==> config.mk <==
export PLATFORM = sky130hd
export DESIGN_NAME = div_unit_flat
export DESIGN_NICKNAME = d
export VERILOG_FILES = /design/src/rtl/div_unit_if.sv /design/src/rtl/div_unit.sv /design/src/flat_wrapper.sv
export SDC_FILE = /design/constraint.sdc
export NUM_CORES = 1
export LEC_CHECK = 0
export CORE_ASPECT_RATIO = 0.6
export CORE_MARGIN = 2
export CORE_UTILIZATION = 61
export DETAILED_ROUTE_END_ITERATION = 12
export PLACE_DENSITY = 0.93
export SYNTH_ARGS = -nofsm -noshare
export SYNTH_HDL_FRONTEND = slang
export SYNTH_SLANG_ARGS = --single-unit
==> constraint.sdc <==
create_clock -name clk -period 5.34 [get_ports clk]
set_input_delay 1.335 -clock clk [delete_from_list [all_inputs] [get_ports clk]]
set_output_delay 1.335 -clock clk [all_outputs]
set_load 0.02 [all_outputs]
==> src/rtl/div_unit_if.sv <==
// div_unit_if: handshake/result bundle between the multicycle control unit
// (master) and the signed divider (slave).
interface div_unit_if #(
  parameter int WIDTH = 32
);
  logic             DivOp;
  logic [WIDTH-1:0] dividend;
  logic [WIDTH-1:0] divisor;
  logic             div_busy;
  logic             div_end;
  logic             div_zero;
  logic [WIDTH-1:0] hi_out;
  logic [WIDTH-1:0] lo_out;

  modport master (
    output DivOp, dividend, divisor,
    input  div_busy, div_end, div_zero, hi_out, lo_out
  );

  modport slave (
    input  DivOp, dividend, divisor,
    output div_busy, div_end, div_zero, hi_out, lo_out
  );
endinterface

==> src/rtl/div_unit.sv <==
// div_unit: multicycle signed restoring divider. Quotient to lo_out,
// remainder to hi_out, truncating semantics (remainder takes the dividend's
// sign). One restoring step per cycle on magnitudes, sign fix-up in FIX.
// Optional feature macro: DIV_ZERO_EXC_EN -- a zero divisor is rejected in
// IDLE with a one-cycle div_zero pulse; otherwise div_zero is tied low and a
// zero divisor runs the normal sequence.
module div_unit #(
  parameter int WIDTH = 32
) (
  input  logic       clk,
  input  logic       reset_in,
  div_unit_if.slave  bus
);

  localparam int CW = (WIDTH > 1) ? $clog2(WIDTH) : 1;

  localparam logic [1:0] IDLE = 2'd0;
  localparam logic [1:0] RUN  = 2'd1;
  localparam logic [1:0] FIX  = 2'd2;

  logic [1:0]       state_q, state_d;
  logic [CW-1:0]    count_q, count_d;
  logic [WIDTH-1:0] rem_q, rem_d;
  logic [WIDTH-1:0] quo_q, quo_d;
  logic [WIDTH-1:0] dvs_q, dvs_d;
  logic             neg_quo_q, neg_quo_d;
  logic             neg_rem_q, neg_rem_d;
  logic             busy_q, busy_d;
  logic             end_q, end_d;
  logic             zero_q, zero_d;
  logic [WIDTH-1:0] hi_q, hi_d;
  logic [WIDTH-1:0] lo_q, lo_d;

  logic             div_by_zero;
  logic [WIDTH:0]   shifted;
  logic [WIDTH:0]   trial;

`ifdef DIV_ZERO_EXC_EN
  assign div_by_zero = (bus.divisor == '0);
`else
  assign div_by_zero = 1'b0;
`endif

  // Next-state and datapath: operand capture, restoring step, sign fix-up.
  always_comb begin
    state_d   = state_q;
    count_d   = count_q;
    rem_d     = rem_q;
    quo_d     = quo_q;
    dvs_d     = dvs_q;
    neg_quo_d = neg_quo_q;
    neg_rem_d = neg_rem_q;
    hi_d      = hi_q;
    lo_d      = lo_q;
    zero_d    = 1'b0;

    // quo_q doubles as the dividend shift register: its MSB feeds the
    // partial remainder while quotient bits enter at the LSB.
    shifted = {rem_q, quo_q[WIDTH-1]};
    trial   = shifted - {1'b0, dvs_q};

    case (state_q)
      IDLE: begin
        if (bus.DivOp) begin
          if (div_by_zero) begin
            zero_d = 1'b1;
          end else begin
            quo_d     = bus.dividend[WIDTH-1] ? -bus.dividend : bus.dividend;
            dvs_d     = bus.divisor[WIDTH-1]  ? -bus.divisor  : bus.divisor;
            neg_quo_d = bus.dividend[WIDTH-1] ^ bus.divisor[WIDTH-1];
            neg_rem_d = bus.dividend[WIDTH-1];
            rem_d     = '0;
            count_d   = '0;
            state_d   = RUN;
          end
        end
      end
      RUN: begin
        if (!trial[WIDTH]) begin
          rem_d = trial[WIDTH-1:0];
          quo_d = {quo_q[WIDTH-2:0], 1'b1};
        end else begin
          rem_d = shifted[WIDTH-1:0];
          quo_d = {quo_q[WIDTH-2:0], 1'b0};
        end
        count_d = count_q + CW'(1);
        if (count_q == CW'(WIDTH-1)) begin
          state_d = FIX;
        end
      end
      FIX: begin
        lo_d    = neg_quo_q ? -quo_q : quo_q;
        hi_d    = neg_rem_q ? -rem_q : rem_q;
        state_d = IDLE;
      end
      default: state_d = IDLE;
    endcase

    // busy stays up through the div_end cycle so it drops together with it.
    end_d  = (state_q == FIX);
    busy_d = (state_d != IDLE) || (state_q == FIX);
  end

  // State and output registers, asynchronously cleared.
  always_ff @(posedge clk or negedge reset_in) begin
    if (!reset_in) begin
      state_q   <= IDLE;
      count_q   <= '0;
      rem_q     <= '0;
      quo_q     <= '0;
      dvs_q     <= '0;
      neg_quo_q <= 1'b0;
      neg_rem_q <= 1'b0;
      busy_q    <= 1'b0;
      end_q     <= 1'b0;
      zero_q    <= 1'b0;
      hi_q      <= '0;
      lo_q      <= '0;
    end else begin
      state_q   <= state_d;
      count_q   <= count_d;
      rem_q     <= rem_d;
      quo_q     <= quo_d;
      dvs_q     <= dvs_d;
      neg_quo_q <= neg_quo_d;
      neg_rem_q <= neg_rem_d;
      busy_q    <= busy_d;
      end_q     <= end_d;
      zero_q    <= zero_d;
      hi_q      <= hi_d;
      lo_q      <= lo_d;
    end
  end

  assign bus.div_busy = busy_q;
  assign bus.div_end  = end_q;
  assign bus.div_zero = zero_q;
  assign bus.hi_out   = hi_q;
  assign bus.lo_out   = lo_q;

endmodule

==> src/flat_wrapper.sv <==
// flat-port wrapper written by rule: the top's interface ports become plain ports
module div_unit_flat 
#(
  parameter int WIDTH = 32
)
  (clk, reset_in, bus_DivOp, bus_dividend, bus_divisor, bus_div_busy, bus_div_end, bus_div_zero, bus_hi_out, bus_lo_out);
  div_unit_if #(.WIDTH(WIDTH)) bus_i ();
  input  logic clk;
  input  logic reset_in;
  input wire logic [$bits(bus_i.DivOp)-1:0] bus_DivOp;
  input wire logic [$bits(bus_i.dividend)-1:0] bus_dividend;
  input wire logic [$bits(bus_i.divisor)-1:0] bus_divisor;
  output wire logic [$bits(bus_i.div_busy)-1:0] bus_div_busy;
  output wire logic [$bits(bus_i.div_end)-1:0] bus_div_end;
  output wire logic [$bits(bus_i.div_zero)-1:0] bus_div_zero;
  output wire logic [$bits(bus_i.hi_out)-1:0] bus_hi_out;
  output wire logic [$bits(bus_i.lo_out)-1:0] bus_lo_out;
  assign bus_i.DivOp = bus_DivOp;
  assign bus_i.dividend = bus_dividend;
  assign bus_i.divisor = bus_divisor;
  assign bus_div_busy = bus_i.div_busy;
  assign bus_div_end = bus_i.div_end;
  assign bus_div_zero = bus_i.div_zero;
  assign bus_hi_out = bus_i.hi_out;
  assign bus_lo_out = bus_i.lo_out;
  div_unit #(.WIDTH(WIDTH)) u_core (.clk(clk), .reset_in(reset_in), .bus(bus_i));
endmodule
==> summary.md, run 1 <==
| Metric | Value |
|---|---|
| Status | `completed` |
| Crit path capture | `u_core.quo_q[27]` |
| Crit-path cells | `clkdlybuf4s50_1, nor4_1, nand3_1, or3_1, or2_2, or2_2, o41ai_1, xor2_1, o21ai_0` |
| Area of the die | `0.0193 mm2` |
| R2r worst-path depth | `12` |
| Number of global-route vias before repair | `9270` |
| Worst Tran Pin Value | `1.17 ns` |
| Reg2Reg Capture Point | `u_core.rem_q[14]` |
| WP data required | `5.62 ns` |
| P_sw | `4.04 mW` |
| N_diodes | `0` |
| # fillers | `1304` |
| Launching point of the worst reg2reg path | `u_core.rem_q[0]` |
| Yosys top cell by area | `dfrtp_1` |
| # setup viols final | `0` |
| PD cells | `657 mW/mm2` |
| First-pass GRT wire length | `47700 um` |
| Avg WL per Cell | `18.4 um` |
| Post-detail-place hpwl | `22100 um` |
| Sinks on Clock Net | `171` |
| Final net count | `1468` |
| Root Buffer | `clkbuf_16` |
| Worst setup EP type | `flop` |
| Vias per std cell | `6.13` |
| Row Count | `38` |
| RSZ-0062 raised after global routing | `false` |
| Worst slew margin | `21.5%` |
| CP startpoint kind | `input pin` |
| Max Root-Sink Buffers | `2` |
| Achievable Freq | `247 MHz` |
| Hold Buf Count CTS | `0` |
| Non-filler cells, final | `1615` |
| Clock slew at reported path FFs | `0.08 ns` |
| WP depth | `9` |
| Die Span Y | `108 um` |
| Synth warn | `0` |
| Overall routed net length | `29700 um` |
| Antenna violations before repair | `0` |
| Pre-CTS setup slack | `0.918 ns` |
| Largest delay share family, worst path | `simple AND/OR/NAND/NOR gates` |
| Post-synth top flop | `dfrtp_1` |
| I/O pin cnt | `134` |
| Count of max-cap constraint violations | `0` |
| # Post-CTS Setup Buffers | `0` |
| Count of pins over their slew limit | `0` |
| Core Area | `0.0179 mm2` |
| Clock Latency Late Sink | `0.43 ns` |
| Top cells by area, synth | `dfrtp_1, xor2_1, o21ai_0, nand2_1, ha_1` |
| Largest net degree at the start of global routing | `131` |
| Pint | `4.56 mW` |
| Fin Hold WS | `0.480 ns` |
| Initial Util | `61.7%` |
| Leakage | `5.67 nW` |
| Antenna-violating nets left | `0` |
| Number of synthesized flops with an enable pin | `0` |
| CP arrival | `4.33 ns` |
| CP bufs+invs | `1` |
| Crit-path max FO | `5` |
| # DRC | `0` |
| Cts repair resizes | `0` |
| Post-route setup TNS | `0 ns` |
| CP dominant cell by count | `or2_2` |
| RD Place Congestion | `0.936` |
| Share of post-route cells with drive strength above 1 | `4.65%` |
| Crit path launch | `bus_dividend[4]` |
| Commonest non-fill, non-tap cell in the layout | `nand2_1` |
| Yosys top cell area share | `38.7%` |
| CP Class | `in2reg` |
| Clk pwr share | `14.7%` |
| Vias | `9893` |
| Seq pwr share | `29.5%` |
| Synth Register Bits | `171` |
| Net Count, Synth | `1381` |
| Post-Syn Area per Cell | `8.67 um2` |
| Max IR drop VDD | `0.000331 V` |
| DR iter-0 viols | `1173` |
| Worst-path cell with the longest stage delay | `nor4_1` |
| Placed cells | `1583` |
| I/O Buffers | `132` |
| Synthesized area | `0.0111 mm2` |
| Pre-Repair DR Iteration Count | `6` |
| Final Skew | `0.0125 ns` |
| Post-Syn Instances | `1275` |
| CTS tree | `yes` |
| GRT Total Usage | `31.7%` |
| Switching share of power | `47.0%` |
| P&R area growth vs syn | `18.4%` |
| H-tree levels | `4` |
| Final period utilization | `75.9%` |
| Reg2reg setup slack | `1.47 ns` |
| Global route overflow | `0` |
| Yosys cell types | `64` |
| Ys async rst share | `100%` |
| Register area share after synthesis | `38.7%` |
| Worst stage delay on the critical path | `0.55 ns` |
| Cts bufs inserted | `17` |
| Most frequent cells in the layout | `nand2_1, o21ai_0, dfrtp_1, clkdlybuf4s50_1, xor2_1` |
| Setup ws final | `1.29 ns` |
| Final Hold Fails | `0` |
| Width of the die | `178 um` |
| Hold WC Path Type | `reg2reg` |
| Logic pwr share | `55.7%` |
| Final worst path period need | `4.05 ns` |
[routing by layer]
| metal | global-route usage (%) | vias up | wire length [um] |
|---|---|---|---|
| li1 | - | 4695 | - |
| met1 | 48.3 | 4642 | 13500 |
| met2 | 43.2 | 517 | 12000 |
| met3 | 10.4 | 39 | 3880 |
| met4 | 7.61 | 0 | 313 |
| met5 | 0 | - | 0 |
[power by group through the flow]
stage	clock network [mW]	registers (mW)	logic [mW]
floorplan	0	2.23	3.67
global route	1.34	2.59	5.32
CTS	1.27	2.49	4.72
global placement	0	2.45	4.49
finish	1.27	2.54	4.80
detailed placement	0	2.50	4.66
[final cells by class]
| class | count | area, um2 | area share [%] |
|---|---|---|---|
| clock buffer | 17 | 425 | 3.25 |
| inverter | 52 | 195 | 1.49 |
| timing repair buffer | 141 | 1390 | 10.6 |
| clock inverter | 15 | 174 | 1.33 |
| sequential | 171 | 4280 | 32.7 |
| tap | 240 | 300 | 2.29 |
| multi-input combinational | 979 | 6320 | 48.3 |
[worst min path at each step]
stage / start / end / slack (ns) / depth (start not counted)
2_1_floorplan: u_core.count_q[3] / u_core.count_q[3] / 0.45 / 1
3_3_place_gp: u_core.bus.hi_out[12] / u_core.bus.hi_out[12] / 0.46 / 2
3_5_place_dp: u_core.bus.hi_out[20] / u_core.bus.hi_out[20] / 0.47 / 2
4_1_cts: u_core.bus.hi_out[0] / u_core.bus.hi_out[0] / 0.49 / 2
5_1_grt: u_core.bus.lo_out[4] / u_core.bus.lo_out[4] / 0.51 / 2
6_report: u_core.bus.lo_out[6] / u_core.bus.lo_out[6] / 0.48 / 2
[tightest hold or removal path: cells and delay by family (launching register included)]
family	cells	cell delay (ns)
AND/OR/NAND/NOR	1	0.05
flip-flops	1	0.34
AO/OA/AOI/OAI	1	0.06
[registers in the layout, summed over array words and instances (netlist names)]
register	flops
u_core.quo_q	32
u_core.bus.lo_out	32
u_core.bus.div_end	1
u_core.rem_q	32
u_core.bus.div_busy	1
u_core.neg_quo_q	1
u_core.state_q	2
u_core.bus.hi_out	32
u_core.neg_rem_q	1
u_core.count_q	5
u_core.dvs_q	32
[stage by stage]
stage | total power [mW] | util [%] | instance area [um2]
2_1_floorplan | 5.91 | - | 11100
3_3_place_gp | 6.94 | 69.7 | 12500
3_5_place_dp | 7.16 | 69.7 | 12500
4_1_cts | 8.48 | 73.0 | 13100
5_1_grt | 9.25 | 73.0 | 13100
6_report | 8.60 | 73.0 | 13100
[cells in the mapped netlist (all sizes together), types with 4 or more instances]
cell	instances
o41ai	17
nor3	8
mux2i	32
or4	19
o21bai	6
nor2b	16
nand4	6
a22oi	27
xnor2	32
nand2	197
buf	12
clkbuf	61
a21oi	46
a31oi	5
dfrtp	171
or2	4
nor4	12
o211ai	4
and3	6
ha	38
inv	52
nand3b	5
a22o	7
o21ai	199
nand3	12
and2	5
a21o	12
xor2	115
o21a	8
nand2b	10
o31ai	39
nor2	44
or3	16
[cells by family after synthesis]
kind of cell | count (synthesis) | synth area share [%]
mux | 32 | 2.90
flops | 171 | 38.7
buf+inv | 125 | 4.43
fa+ha+maj | 39 | 4.48
xor+xnor | 147 | 11.7
other cells | 1 | 0.0339
compound gates | 395 | 22.1
simple gates | 365 | 15.7
(Power assumes the default switching activity.)
==> run 2, diff against run 1 <==
CORE_UTILIZATION = 52   (was 61)
PLACE_DENSITY = 0.85   (was 0.93)
clock period = 3.6 ns   (was 5.34 ns; I/O delays follow)
==> summary.md, run 2 (same netlist as run 1, synthesis figures left out) <==
| Metric | Value |
|---|---|
| Area of the die | `0.0225 mm2` |
| WP depth | `9` |
| Clock slew at reported path FFs | `0.07 ns` |
| # Post-CTS Setup Buffers | `0` |
| Worst stage delay on the critical path | `0.52 ns` |
| Clock Latency Late Sink | `0.43 ns` |
| Reg area | `0.00428 mm2` |
| Largest delay share family, worst path | `simple AND/OR/NAND/NOR gates` |
| PD cells | `959 mW/mm2` |
| Most frequent cells in the layout | `nand2_1, o21ai_0, dfrtp_1, clkdlybuf4s50_1, xor2_1` |
| Root Buffer | `clkbuf_16` |
| Final Skew | `0.00996 ns` |
| Number of global-route vias before repair | `9128` |
| CP arrival | `3.69 ns` |
| Placed standard-cell area | `0.0131 mm2` |
| CP bufs+invs | `0` |
| Worst-path cell with the longest stage delay | `or4_4` |
| # fillers | `1708` |
| Achievable Freq | `292 MHz` |
| Commonest non-fill, non-tap cell in the layout | `nand2_1` |
| # DRC | `0` |
| Vias per std cell | `5.85` |
| Cts repair resizes | `0` |
| Die Span Y | `117 um` |
| Launching point of the worst reg2reg path | `u_core.quo_q[4]` |
| Hold Buf Count CTS | `0` |
| Worst slew margin | `25.3%` |
| Largest net degree at the start of global routing | `131` |
| Count of max-cap constraint violations | `0` |
| CP startpoint kind | `flop` |
| # setup viols final | `0` |
| Reg2Reg Capture Point | `u_core.bus.lo_out[28]` |
| Share of post-route cells with drive strength above 1 | `9.27%` |
| N_diodes | `0` |
| Overall routed net length | `30600 um` |
| Antenna violations before repair | `0` |
| Initial Util | `52.8%` |
| Final Hold Fails | `0` |
| I/O Buffers | `132` |
| Area of the multi-input gates | `0.00632 mm2` |
| Max Root-Sink Buffers | `2` |
| Antenna-violating nets left | `0` |
| Width of the die | `192 um` |
| Vias | `10084` |
| H-tree levels | `4` |
| RD Place Congestion | `0.953` |
| Cts bufs inserted | `17` |
| Crit-path max FO | `6` |
| Avg WL per Cell | `17.8 um` |
| R2r worst-path depth | `9` |
| Status | `completed` |
| Worst setup EP type | `flop` |
| I/O pin cnt | `134` |
| Leakage | `6.04 nW` |
| Final period utilization | `95.2%` |
| Sinks on Clock Net | `171` |
| Row Count | `41` |
| CP Class | `reg2reg` |
| Max IR drop VDD | `0.000578 V` |
| Total power | `13.2 mW` |
| CTS tree | `yes` |
| GRT Total Usage | `27.8%` |
| Crit-path cells | `nor4_2, nand3_1, or3_1, or4_4, or4_4, nand2b_1, o21ai_1, xor2_1, o21ai_1` |
| Crit path launch | `u_core.quo_q[4]` |
| Reg2reg setup slack | `0.17 ns` |
| Hold WC Path Type | `in2async` |
| Final net count | `1540` |
| RSZ-0062 raised after global routing | `false` |
| Post-detail-place hpwl | `23000 um` |
| P&R area growth vs syn | `24.3%` |
| Design Area, Final | `0.0137 mm2` |
| Final worst path period need | `3.43 ns` |
| First-pass GRT wire length | `48400 um` |
| WP data required | `3.86 ns` |
| Count of pins over their slew limit | `0` |
| Global route overflow | `0` |
| Pre-Repair DR Iteration Count | `6` |
| Crit path capture | `u_core.bus.lo_out[28]` |
| Worst Tran Pin Value | `1.12 ns` |
| DR iter-0 viols | `970` |
| Core Area | `0.0209 mm2` |
==> run 2: changes by cell type in the layout (fill, tap and decap cells not counted), sizes merged <==
cell	before	now
clkinv	4	7
bufinv	1	3
inv	61	54
clkbuf	17	18
buf	10	82
==> run 2: final cells by class <==
type | instances | share of cell area [%]
Inverter | 52 | 1.42
Timing Repair Buffer | 213 | 14.5
Tap cell | 279 | 2.54
Sequential cell | 171 | 31.1
Clock buffer | 18 | 3.12
Clock inverter | 13 | 1.23
Multi-Input combinational cell | 979 | 46.0
==> run 2: power by group <==
group,leakage (nW),switching [mW],internal (mW)
Clock,0.291,0.791,1.09
Sequential,2.19,0.944,2.64
Combinational,3.56,4.26,3.45
Total,6.04,5.99,7.19
==> run 2: per-layer routing <==
metal  GRT usage (%)  up-vias  wire, um
met5               0        -         0
met4            5.34        0       252
met3            8.94       32      3680
met2            36.0      484     11600
met1            44.4     4727     15100
li1                -     4841         -
==> run 2: worst min-delay path by stage <==
stage | endpoint | slack [ns] | cells past startpoint
6_report | u_core.dvs_q[18] | 0.45 | 1
3_3_place_gp | u_core.bus.lo_out[12] | 0.46 | 2
3_5_place_dp | u_core.bus.hi_out[2] | 0.47 | 2
2_1_floorplan | u_core.count_q[3] | 0.45 | 1
4_1_cts | u_core.bus.hi_out[28] | 0.48 | 2
5_1_grt | u_core.dvs_q[18] | 0.50 | 1
==> run 2: worst reg2reg max path, delay by kind of cell, from the launching register on <==
family,cells,cell delay [ns]
compound gates,2,0.28
xor+xnor,1,0.21
flops,1,0.46
simple gates,6,2.30
==> run 2: per-stage QoR <==
step	util [%]	TNS, ns	std cells	setup WS [ns]	hold slack (ns)
after floorplan	-	0	1275	0.224	0.449
after global placement	62.8	-0.708	1694	-0.247	0.459
after detailed placement	62.8	-0.964	1694	-0.276	0.470
after CTS	65.6	0	1725	0.175	0.485
after global routing	65.6	0	1725	0.0304	0.496
final	65.6	0	1725	0.174	0.449
==> run 3, diff against run 2 <==
CORE_MARGIN = 10   (was 2)
==> summary.md, run 3 (same netlist as run 1, synthesis figures left out) <==
| Metric | Value |
|---|---|
| Status | `completed` |
| Core Area | `0.0209 mm2` |
| P&R area growth vs syn | `24.5%` |
| First-pass GRT wire length | `51200 um` |
| N_diodes | `0` |
| Final period utilization | `95.3%` |
| Worst setup EP type | `flop` |
| Crit-path cells | `clkdlybuf4s50_1, or4_4, or3_1, or2_1, or3_4, or4_4, o41ai_4, xor2_1, o21ai_1` |
| Clk pwr share | `14.3%` |
| # Post-CTS Setup Buffers | `0` |
| Pre-CTS setup slack | `-0.286 ns` |
| CP startpoint kind | `input pin` |
| Antenna violations before repair | `0` |
| RD Place Congestion | `0.968` |
| Count of pins over their slew limit | `0` |
| Commonest non-fill, non-tap cell in the layout | `nand2_1` |
| Clock Latency Late Sink | `0.44 ns` |
| Worst-path cell with the longest stage delay | `or4_4` |
| Hold Buf Count CTS | `0` |
| P_sw | `5.93 mW` |
| Avg WL per Cell | `18.2 um` |
| Pre-Repair DR Iteration Count | `5` |
| CTS tree | `yes` |
| CP bufs+invs | `1` |
| Width of the die | `208 um` |
| H-tree levels | `4` |
| Post-detail-place hpwl | `24500 um` |
| Crit-path max FO | `4` |
| Final net count | `1544` |
| Die Span Y | `133 um` |
| WP data required | `3.91 ns` |
| RSZ-0062 raised after global routing | `false` |
| Initial Util | `52.8%` |
| Max IR drop VDD | `0.000566 V` |
| Area of the die | `0.0277 mm2` |
| I/O Buffers | `132` |
| # DRC | `0` |
| Largest delay share family, worst path | `simple AND/OR/NAND/NOR gates` |
| Sinks on Clock Net | `171` |
| Worst slew margin | `29.2%` |
| CP Class | `in2reg` |
| WP depth | `9` |
| Share of post-route cells with drive strength above 1 | `9.58%` |
| Final Skew | `0.0115 ns` |
| Final Hold Fails | `0` |
| Final core occ | `65.8%` |
| Global route overflow | `0` |
| Design Area, Final | `0.0138 mm2` |
| Hold WC Path Type | `in2async` |
| # setup viols final | `0` |
| Antenna-violating nets left | `0` |
| Total power | `13.1 mW` |
| Largest net degree at the start of global routing | `71` |
| Leakage | `6.05 nW` |
| Worst Tran Pin Value | `1.06 ns` |
| Switching share of power | `45.4%` |
| Placed standard-cell area | `0.0132 mm2` |
| Non-filler cells, final | `1730` |
| Achievable Freq | `292 MHz` |
| I/O pin cnt | `134` |
| Most frequent cells in the layout | `nand2_1, o21ai_0, dfrtp_1, clkdlybuf4s50_1, xor2_1` |
| Clock slew at reported path FFs | `0.07 ns` |
| Worst stage delay on the critical path | `0.53 ns` |
| Cts bufs inserted | `17` |
| CP dominant cell by count | `or4_4` |
| Placed cells | `1698` |
| Cts repair resizes | `0` |
| Root Buffer | `clkbuf_16` |
| Vias per std cell | `5.83` |
| Vias | `10092` |
| Number of global-route vias before repair | `9501` |
| CP arrival | `3.74 ns` |
| Post-route setup TNS | `0 ns` |
| DR iter-0 viols | `1175` |
| Seq pwr share | `26.9%` |
| Overall routed net length | `31500 um` |
| Row Count | `41` |
| Logic pwr share | `58.8%` |
| Fin Hold WS | `0.397 ns` |
| PD cells | `948 mW/mm2` |
| Setup ws final | `0.170 ns` |
| Final worst path period need | `3.43 ns` |
| Pint | `7.12 mW` |
| Max Root-Sink Buffers | `2` |
| R2r worst-path depth | `14` |
| GRT Total Usage | `22.5%` |
| Count of max-cap constraint violations | `0` |
-- run 3: changes by cell type in the layout (fill, tap and decap cells not counted) --
cell	before	now
clkinvlp_4	1	4
bufinv_16	3	2
buf_4	76	80
clkinv_2	2	1
clkbuf_8	0	2
clkinv_4	5	3
-- run 3: routing by layer --
metal	wire length [um]	GRT usage (%)
met5	0	0
met3	3010	6.67
met1	15800	34.3
met2	12500	30.3
met4	223	3.81
-- run 3: final timing paths --
check                                       from                    end  slack (ns)
max                              bus_divisor[14]       u_core.dvs_q[30]        0.17
min                                     reset_in       u_core.dvs_q[17]        0.40
max reg2reg                     u_core.quo_q[31]       u_core.rem_q[25]        0.24
min reg2reg                u_core.bus.hi_out[26]  u_core.bus.hi_out[26]        0.48
max in group asynchronous               reset_in       u_core.quo_q[13]        2.45
min in group clk           u_core.bus.hi_out[26]  u_core.bus.hi_out[26]        0.48
-- run 3: cell type report --
class / count / area (um2)
Fill cell: 1675 / 7160
Multi-Input combinational cell: 979 / 6320
Sequential cell: 171 / 4280
Timing Repair Buffer: 217 / 2020
Clock buffer: 20 / 457
Tap cell: 279 / 349
Inverter: 52 / 195
Clock inverter: 12 / 139
-- run 3: worst reg2reg max path: cells and delay by family, from the launching register on --
kind	cells	cell delay, ns
AOI/OAI and AO/OA	5	0.95
xor gates and xnor gates	1	0.18
adders and majority gates	2	0.60
buffers and inverters	3	0.58
DFF	1	0.35
muxes	1	0.26
and+or+nand+nor	2	0.27
-- run 3: power by group through the flow --
| stage | clock [mW] | sequential, mW | combinational [mW] |
|---|---|---|---|
| finish | 1.87 | 3.51 | 7.67 |
| global route | 1.97 | 3.59 | 8.52 |
| CTS | 1.88 | 3.46 | 7.57 |
| detailed placement | 0 | 3.49 | 7.52 |
| global placement | 0 | 3.43 | 7.30 |
| floorplan | 0 | 3.31 | 5.45 |
==> RTL edit 1: new RTL, config.mk and constraints of run 3 <==
The option `DIV_ZERO_EXC_EN` is turned on by a define.
--- a/src/rtl/div_unit.sv
+++ b/src/rtl/div_unit.sv
@@ -4,6 +4,8 @@
 // Optional feature macro: DIV_ZERO_EXC_EN -- a zero divisor is rejected in
 // IDLE with a one-cycle div_zero pulse; otherwise div_zero is tied low and a
 // zero divisor runs the normal sequence.
+`define DIV_ZERO_EXC_EN
+
 module div_unit #(
   parameter int WIDTH = 32
 ) (
Behaviour: not the same (a bounded check fails within 4 cycles, from zero or initial values and one cycle with reset_in low).
==> RTL edit 1 against run 3 <==
- power up 0.68%
- critical path type unchanged
- largest power group unchanged
- die area about the same
- worst setup slack worse by 100 ps
- utilization up 0.60 points
- sequential cell count up 1
- routed wire length up 2.3%
- area after synthesis about the same
- critical endpoint is now u_core.quo_q[2]$_DFFE_PN0P_
- global-route usage down 0.18 points
- combinational power up 2%
- synthesized cell count down 0.63%
- final area up 0.92%
- highest routed layer unchanged
- count of clock-buffer cells in the layout down 1
==> RTL edit 1: results (changes against run 3) <==
stage,metric,value,unit,change
global_routing,grt_start_max_net_pins,131,,+85%
power_and_ir_drop,leakage,6.07,nW,+0.40%
critical_path,cpMaxStageDelayCell,or4b_4,,
routing,wl_met2,12400,µm,-0.78%
synthesis,synthTopCellsByCount,"187 x nand2_1, 177 x o21ai_0, 172 x dfrtp_1",,
routing,vias_per_cell,5.86,,+0.44%
synthesis,avgSynthCellArea,8.72,µm²,+0.62%
synthesis,syn_nets,1373,,-0.58%
placement,io_buffers,133,,+0.76%
synthesis,ys_ff_latch,172,,+0.58%
global_routing,grt.total_usage,22.3,%,-0.18 points
routing,wl,32300,µm,+2.3%
placement,gp_congestion,0.967,,about the same
routing,wl_met1,16200,µm,+2.7%
synthesis,dominantRegCellSynth,dfrtp_1,,
global_routing,use_met3,7.05,%,+0.38 points
cells_and_area,layout-drive-gt1-share,9.64,%,+0.062 points
run_status,status,"finished, final reports clean",,
cells_and_area,n_fill_cell,1708,,+2.0%
global_routing,grt_pass1_wl,50900,µm,-0.55%
cells_and_area,multi_input_area_share,45.6,%,-0.32 points
cells_and_area,fin_cells,1731,,+0.058%
power_and_ir_drop,vdd_drop_max,0.628,mV,+11%
clock_network,ctsResizeCount,1,,+1
cells_and_area,seq_area_share,31.0,%,-0.10 points
cells_and_area,clkbuf_count,19,,-5.0%
min_path,hold_class,reg -> reg,,
synthesis,synth_area_leaders,"dfrtp_1 39%, xor2_1 8.7%, o21ai_0 8.0%, nand2_1 6.3%, ha_1 4.3%",,
cells_and_area,fin_nets,1545,,+0.065%
critical_path,cp_max_fo,12,,+8
global_routing,use_met1,34.3,%,about the same
placement,pre_cts_ws,-390,ps,-104 ps
placement,postPlaceCellArea,13200,µm²,+0.24%
global_routing,grt.met2_usage,29.2,%,-1.1 points
cells_and_area,nNonClkBuffers,214,,-1.4%
synthesis,ys_seq_area_share,38.9,%,+0.23 points
cells_and_area,final-nonclk-buf-share,15.4,%,+0.71 points
synthesis,synth_cell_types,64,,unchanged
placement,hpwl,24500,µm,about the same
cells_and_area,multi_input_comb_cells,986,,+0.72%
cells_and_area,clkCellAreaFrac,4.18,%,-0.15 points
timing,worst_pin_slew,1080,ps,+25.2 ps
timing,fin_skew,9.45,ps,-2.02 ps
global_routing,grt_pass1_vias,9446,,-0.58%
critical_path,cp.arrival,3850,ps,+110 ps
cells_and_area,inverters,48,,-7.7%
routing,wl_met3,3380,µm,+12%
routing,drt-initial-drc-count,958,,-18%
cells_and_area,regArea,4300,µm²,+0.58%
## RTL edit 1: cell count changes after synthesis, moves of 7 or more
cell | before | now
nor2b_1 | 16 | 9
a221o_1 | 3 | 27
nor2_1 | 44 | 72
nand3_1 | 12 | 23
a22oi_1 | 27 | 6
clkbuf_1 | 61 | 39
o21ai_0 | 193 | 177
nand2_1 | 197 | 187
mux2i_1 | 32 | 25
buf_2 | 1 | 13
## RTL edit 1: path summary, 6_finish.rpt
check,startpoint,to,slack [ps],depth (start not counted)
min in group asynchronous,reset_in,u_core.bus.lo_out[20]$_DFFE_PN0P_,550,1
max reg2reg,u_core.dvs_q[0]$_DFFE_PN0P_,u_core.rem_q[8]$_DFFE_PN0P_,90,12
min,u_core.bus.lo_out[24]$_DFFE_PN0P_,u_core.bus.lo_out[24]$_DFFE_PN0P_,480,2
min reg2reg,u_core.bus.lo_out[24]$_DFFE_PN0P_,u_core.bus.lo_out[24]$_DFFE_PN0P_,480,2
max in group asynchronous,reset_in,u_core.dvs_q[11]$_DFFE_PN0P_,2210,2
max,bus_divisor[14],u_core.quo_q[2]$_DFFE_PN0P_,70,11
## RTL edit 1: report_power, final
part / internal, W / total, W / switching [W]
logic: 0.00342 / 0.00780 / 0.00438
clock network: 0.000954 / 0.00181 / 0.000853
registers: 0.00265 / 0.00354 / 0.000889
total: 0.00702 / 0.0131 / 0.00612
## RTL edit 1: kinds of logic (layout without fill, tap and decap cells)
logic type / after synthesis / in the layout / synth area share (%)
simple gates: 402 / 402 / 17.2
xor+xnor: 141 / 141 / 11.2
compound gates: 378 / 378 / 21.8
mux: 26 / 26 / 2.37
fa+ha+maj: 39 / 39 / 4.48
buf+inv: 109 / 294 / 4.09
flops: 172 / 172 / 38.9
==> RTL edit 2: new RTL, flow settings as in run 3 <==
Made on the original files. Reset style: synchronous (`reset_in`), changed in one clocked block. Comments in the files are not updated.
--- a/src/rtl/div_unit.sv
+++ b/src/rtl/div_unit.sv
@@ -102,7 +102,7 @@
   end
 
   // State and output registers, asynchronously cleared.
-  always_ff @(posedge clk or negedge reset_in) begin
+  always_ff @(posedge clk) begin
     if (!reset_in) begin
       state_q   <= IDLE;
       count_q   <= '0;
Function: differs if reset_in is asserted again (counterexample within 4 cycles, from zero or initial values and one cycle with reset_in low); with reset_in held inactive, the same outputs for 10 cycles.
==> RTL edit 2 against run 3 <==
- the flow now finishes with violations (negative setup slack)
- utilization down 0.43 points
- via count increased by 1.3%
- final area fell by 4.5%
- routed wire length shrank 1.7%
- clock power fell by 3%
- non-clock buffer count fell by 33
- worst setup slack worse by 190 ps
- power is 33% lower
- global-route usage hardly changed
- area after synthesis is 3.3% lower
- sequential cell count unchanged
- critical path type unchanged
- critical endpoint is now u_core.quo_q[28]$_SDFFE_PN0P_
==> RTL edit 2: results (changes against run 3) <==
stage,metric,value,unit,change
synthesis,synthTopCellsByCount,"194 x nand2_1, 171 x dfxtp_1, 97 x xor2_1",,
critical_path,critPathLaunch,bus_dividend[6],,
timing,timing.final.ws_setup,-16.1,ps,-187 ps
clock_network,clockRootBuffer,clkbuf_16,,
clock_network,clk_latency,430,ps,
placement,pre_cts_ws,-659,ps,-373 ps
power_and_ir_drop,vdd_drop_max,0.505,mV,-11%
clock_network,path_clk_slew,70,ps,about the same
critical_path,r2r_slack,160,ps,-80 ps
critical_path,r2r-start,u_core.quo_q[8]$_SDFFE_PN0P_,,
synthesis,synth_area_leaders,"dfxtp_1 32%, o211a_1 8.1%, xor2_1 7.9%, nand2_1 6.8%, ha_1 4.4%",,
min_path,hold_class,reg -> reg,,
clock_network,htreeDepth,4,,unchanged
placement,io_buffers,132,,unchanged
clock_network,cts_buffers,17,,unchanged
run_status,violations,negative setup slack,,
cells_and_area,fin_nets,1509,,-2.3%
timing,fin_tns_setup,-16.1,ps,-16.1 ps
cells_and_area,diodes,0,,unchanged
synthesis,synth_warnings,0,,unchanged
critical_path,cp_max_fo,3,,-1
global_routing,grt_pass1_wl,49100,µm,-4.1%
min_path,holdPathStages,2,,
routing,wl,31000,µm,-1.7%
routing,post-route-drc-count,0,,unchanged
synthesis,dominantRegCellSynth,dfxtp_1,,
routing,vias_per_cell,6.05,,+3.8%
timing,fin_skew,13.1,ps,+1.60 ps
critical_path,r2r_cells,9,,-5
power_and_ir_drop,leakage,5.94,nW,-1.7%
global_routing,grt.total_usage,22.4,%,-0.044 points
synthesis,ys_seq_area_share,32.0,%,-6.7 points
global_routing,antenna_found_initial,0,,unchanged
min_path,hold_path.startpoint,u_core.bus.lo_out[31]$_SDFFE_PN0P_,,
synthesis,syn_nets,1388,,+0.51%
synthesis,postSynth.asyncResetShare,0,%,-100 points
placement,gp_congestion,0.965,,-0.25%
cells_and_area,layout-drive-gt1-share,8.55,%,-1.0 points
timing,slew_headroom,17.5,%,-12 points
power_and_ir_drop,internal-power,0.00499,W,-30%
timing,hold_ws,468,ps,+71.7 ps
clock_network,post_cts_buffers,0,,unchanged
critical_path,cp.arrival,3930,ps,+190 ps
routing,drt-initial-drc-count,1387,,+18%
cells_and_area,n_fill_cell,1667,,-0.48%
routing,drt_first_pass_iters,6,,+1
clock_network,clock_path_buffers,2,,unchanged
synthesis,synth_cell_types,64,,unchanged
global_routing,grt_start_max_net_pins,94,,+32%
global_routing,grt_pass1_vias,9179,,-3.4%
placement,hpwl,23100,µm,-5.5%
run_status,status,"finished, violations left",,
timing,finalSetupViolations,1,,+1
placement,postPlaceCellArea,12500,µm²,-5.2%
==> RTL edit 2: cell count changes in the layout (fill, tap and decap cells not counted), sizes merged, moves of 18 or more <==
cell,run 3,this run
a222oi,0,29
a22oi,27,5
buf,86,53
dfrtp,171,0
dfxtp,0,171
nor2b,16,42
o211a,0,87
o21ai,199,98
xor2,115,97
==> RTL edit 2: critical path: stages <==
cell and delay, ps:
clkdlybuf4s50_1 410, or3_4 330, or3_4 350, or3_4 350
or2_4 270, or3_4 410, buf_4 160, o21ai_0 210
xnor2_1 120, a222oi_1 320, nor2b_1 80
==> RTL edit 2: power groups by stage <==
stage / Sequential (W) / Clock (W) / Combinational, W
floorplan: 0.00228 / 0 / 0.00334
global placement: 0.00239 / 0 / 0.00436
detailed placement: 0.00241 / 0 / 0.00444
CTS: 0.00237 / 0.00183 / 0.00448
global route: 0.00241 / 0.00191 / 0.00501
finish: 0.00239 / 0.00182 / 0.00459
==> RTL edit 2: worst paths after layout <==
path                                        endpoint
setup / recovery       u_core.quo_q[28]$_SDFFE_PN0P_
hold / removal    u_core.bus.lo_out[31]$_SDFFE_PN0P_
setup reg to reg  u_core.bus.lo_out[28]$_SDFFE_PN0P_
hold reg to reg   u_core.bus.lo_out[31]$_SDFFE_PN0P_
==> RTL edit 2: area by class of cell <==
type                    count  area [µm²]  area share, %
repair buffers            184        1740           13.2
clock inverters            14         154           1.17
well taps                 273         342           2.60
clock buffers              18         439           3.34
inverters                  52         195           1.48
flip-flops and latches    171        3420           26.0
multi-input cells         977        6850           52.1
==> RTL edit 2: per-layer routing <==
layer  vias to the layer above  part of all wire [%]  global-route usage [%]  routed length (µm)
li1                       4900                     -                       -                   -
met1                      4843                    49                    33.9               15200
met2                       457                    40                    31.4               12400
met3                        23                    10                    5.20                3120
met4                         0                  0.83                    4.26                 257
met5                         -                     0                       0                   0
==> RTL edit 2: kinds of logic after synthesis <==
kind of cell | after synthesis | share of synthesized area, %
AO/OA/AOI/OAI | 371 | 26.5
XOR/XNOR | 145 | 11.9
adder cells (fa/ha/maj) | 39 | 4.63
buffers and inverters | 134 | 4.74
flip-flops | 171 | 32.0
multiplexers | 22 | 2.08
other | 1 | 0.0351
AND/OR/NAND/NOR | 399 | 18.2
==> RTL edit 2: stage by stage <==
step | instances | total power [W]
after CTS | 1689 | 0.00868
after global placement | 1657 | 0.00675
final | 1689 | 0.00880
after global routing | 1689 | 0.00932
after floorplan | 1282 | 0.00563
after detailed placement | 1657 | 0.00685
==> RTL edit 2: what timing repair did <==
action,CTS,global route
pin swaps,10,4
setup endpoints to repair,7,3
gates resized for setup,15,4
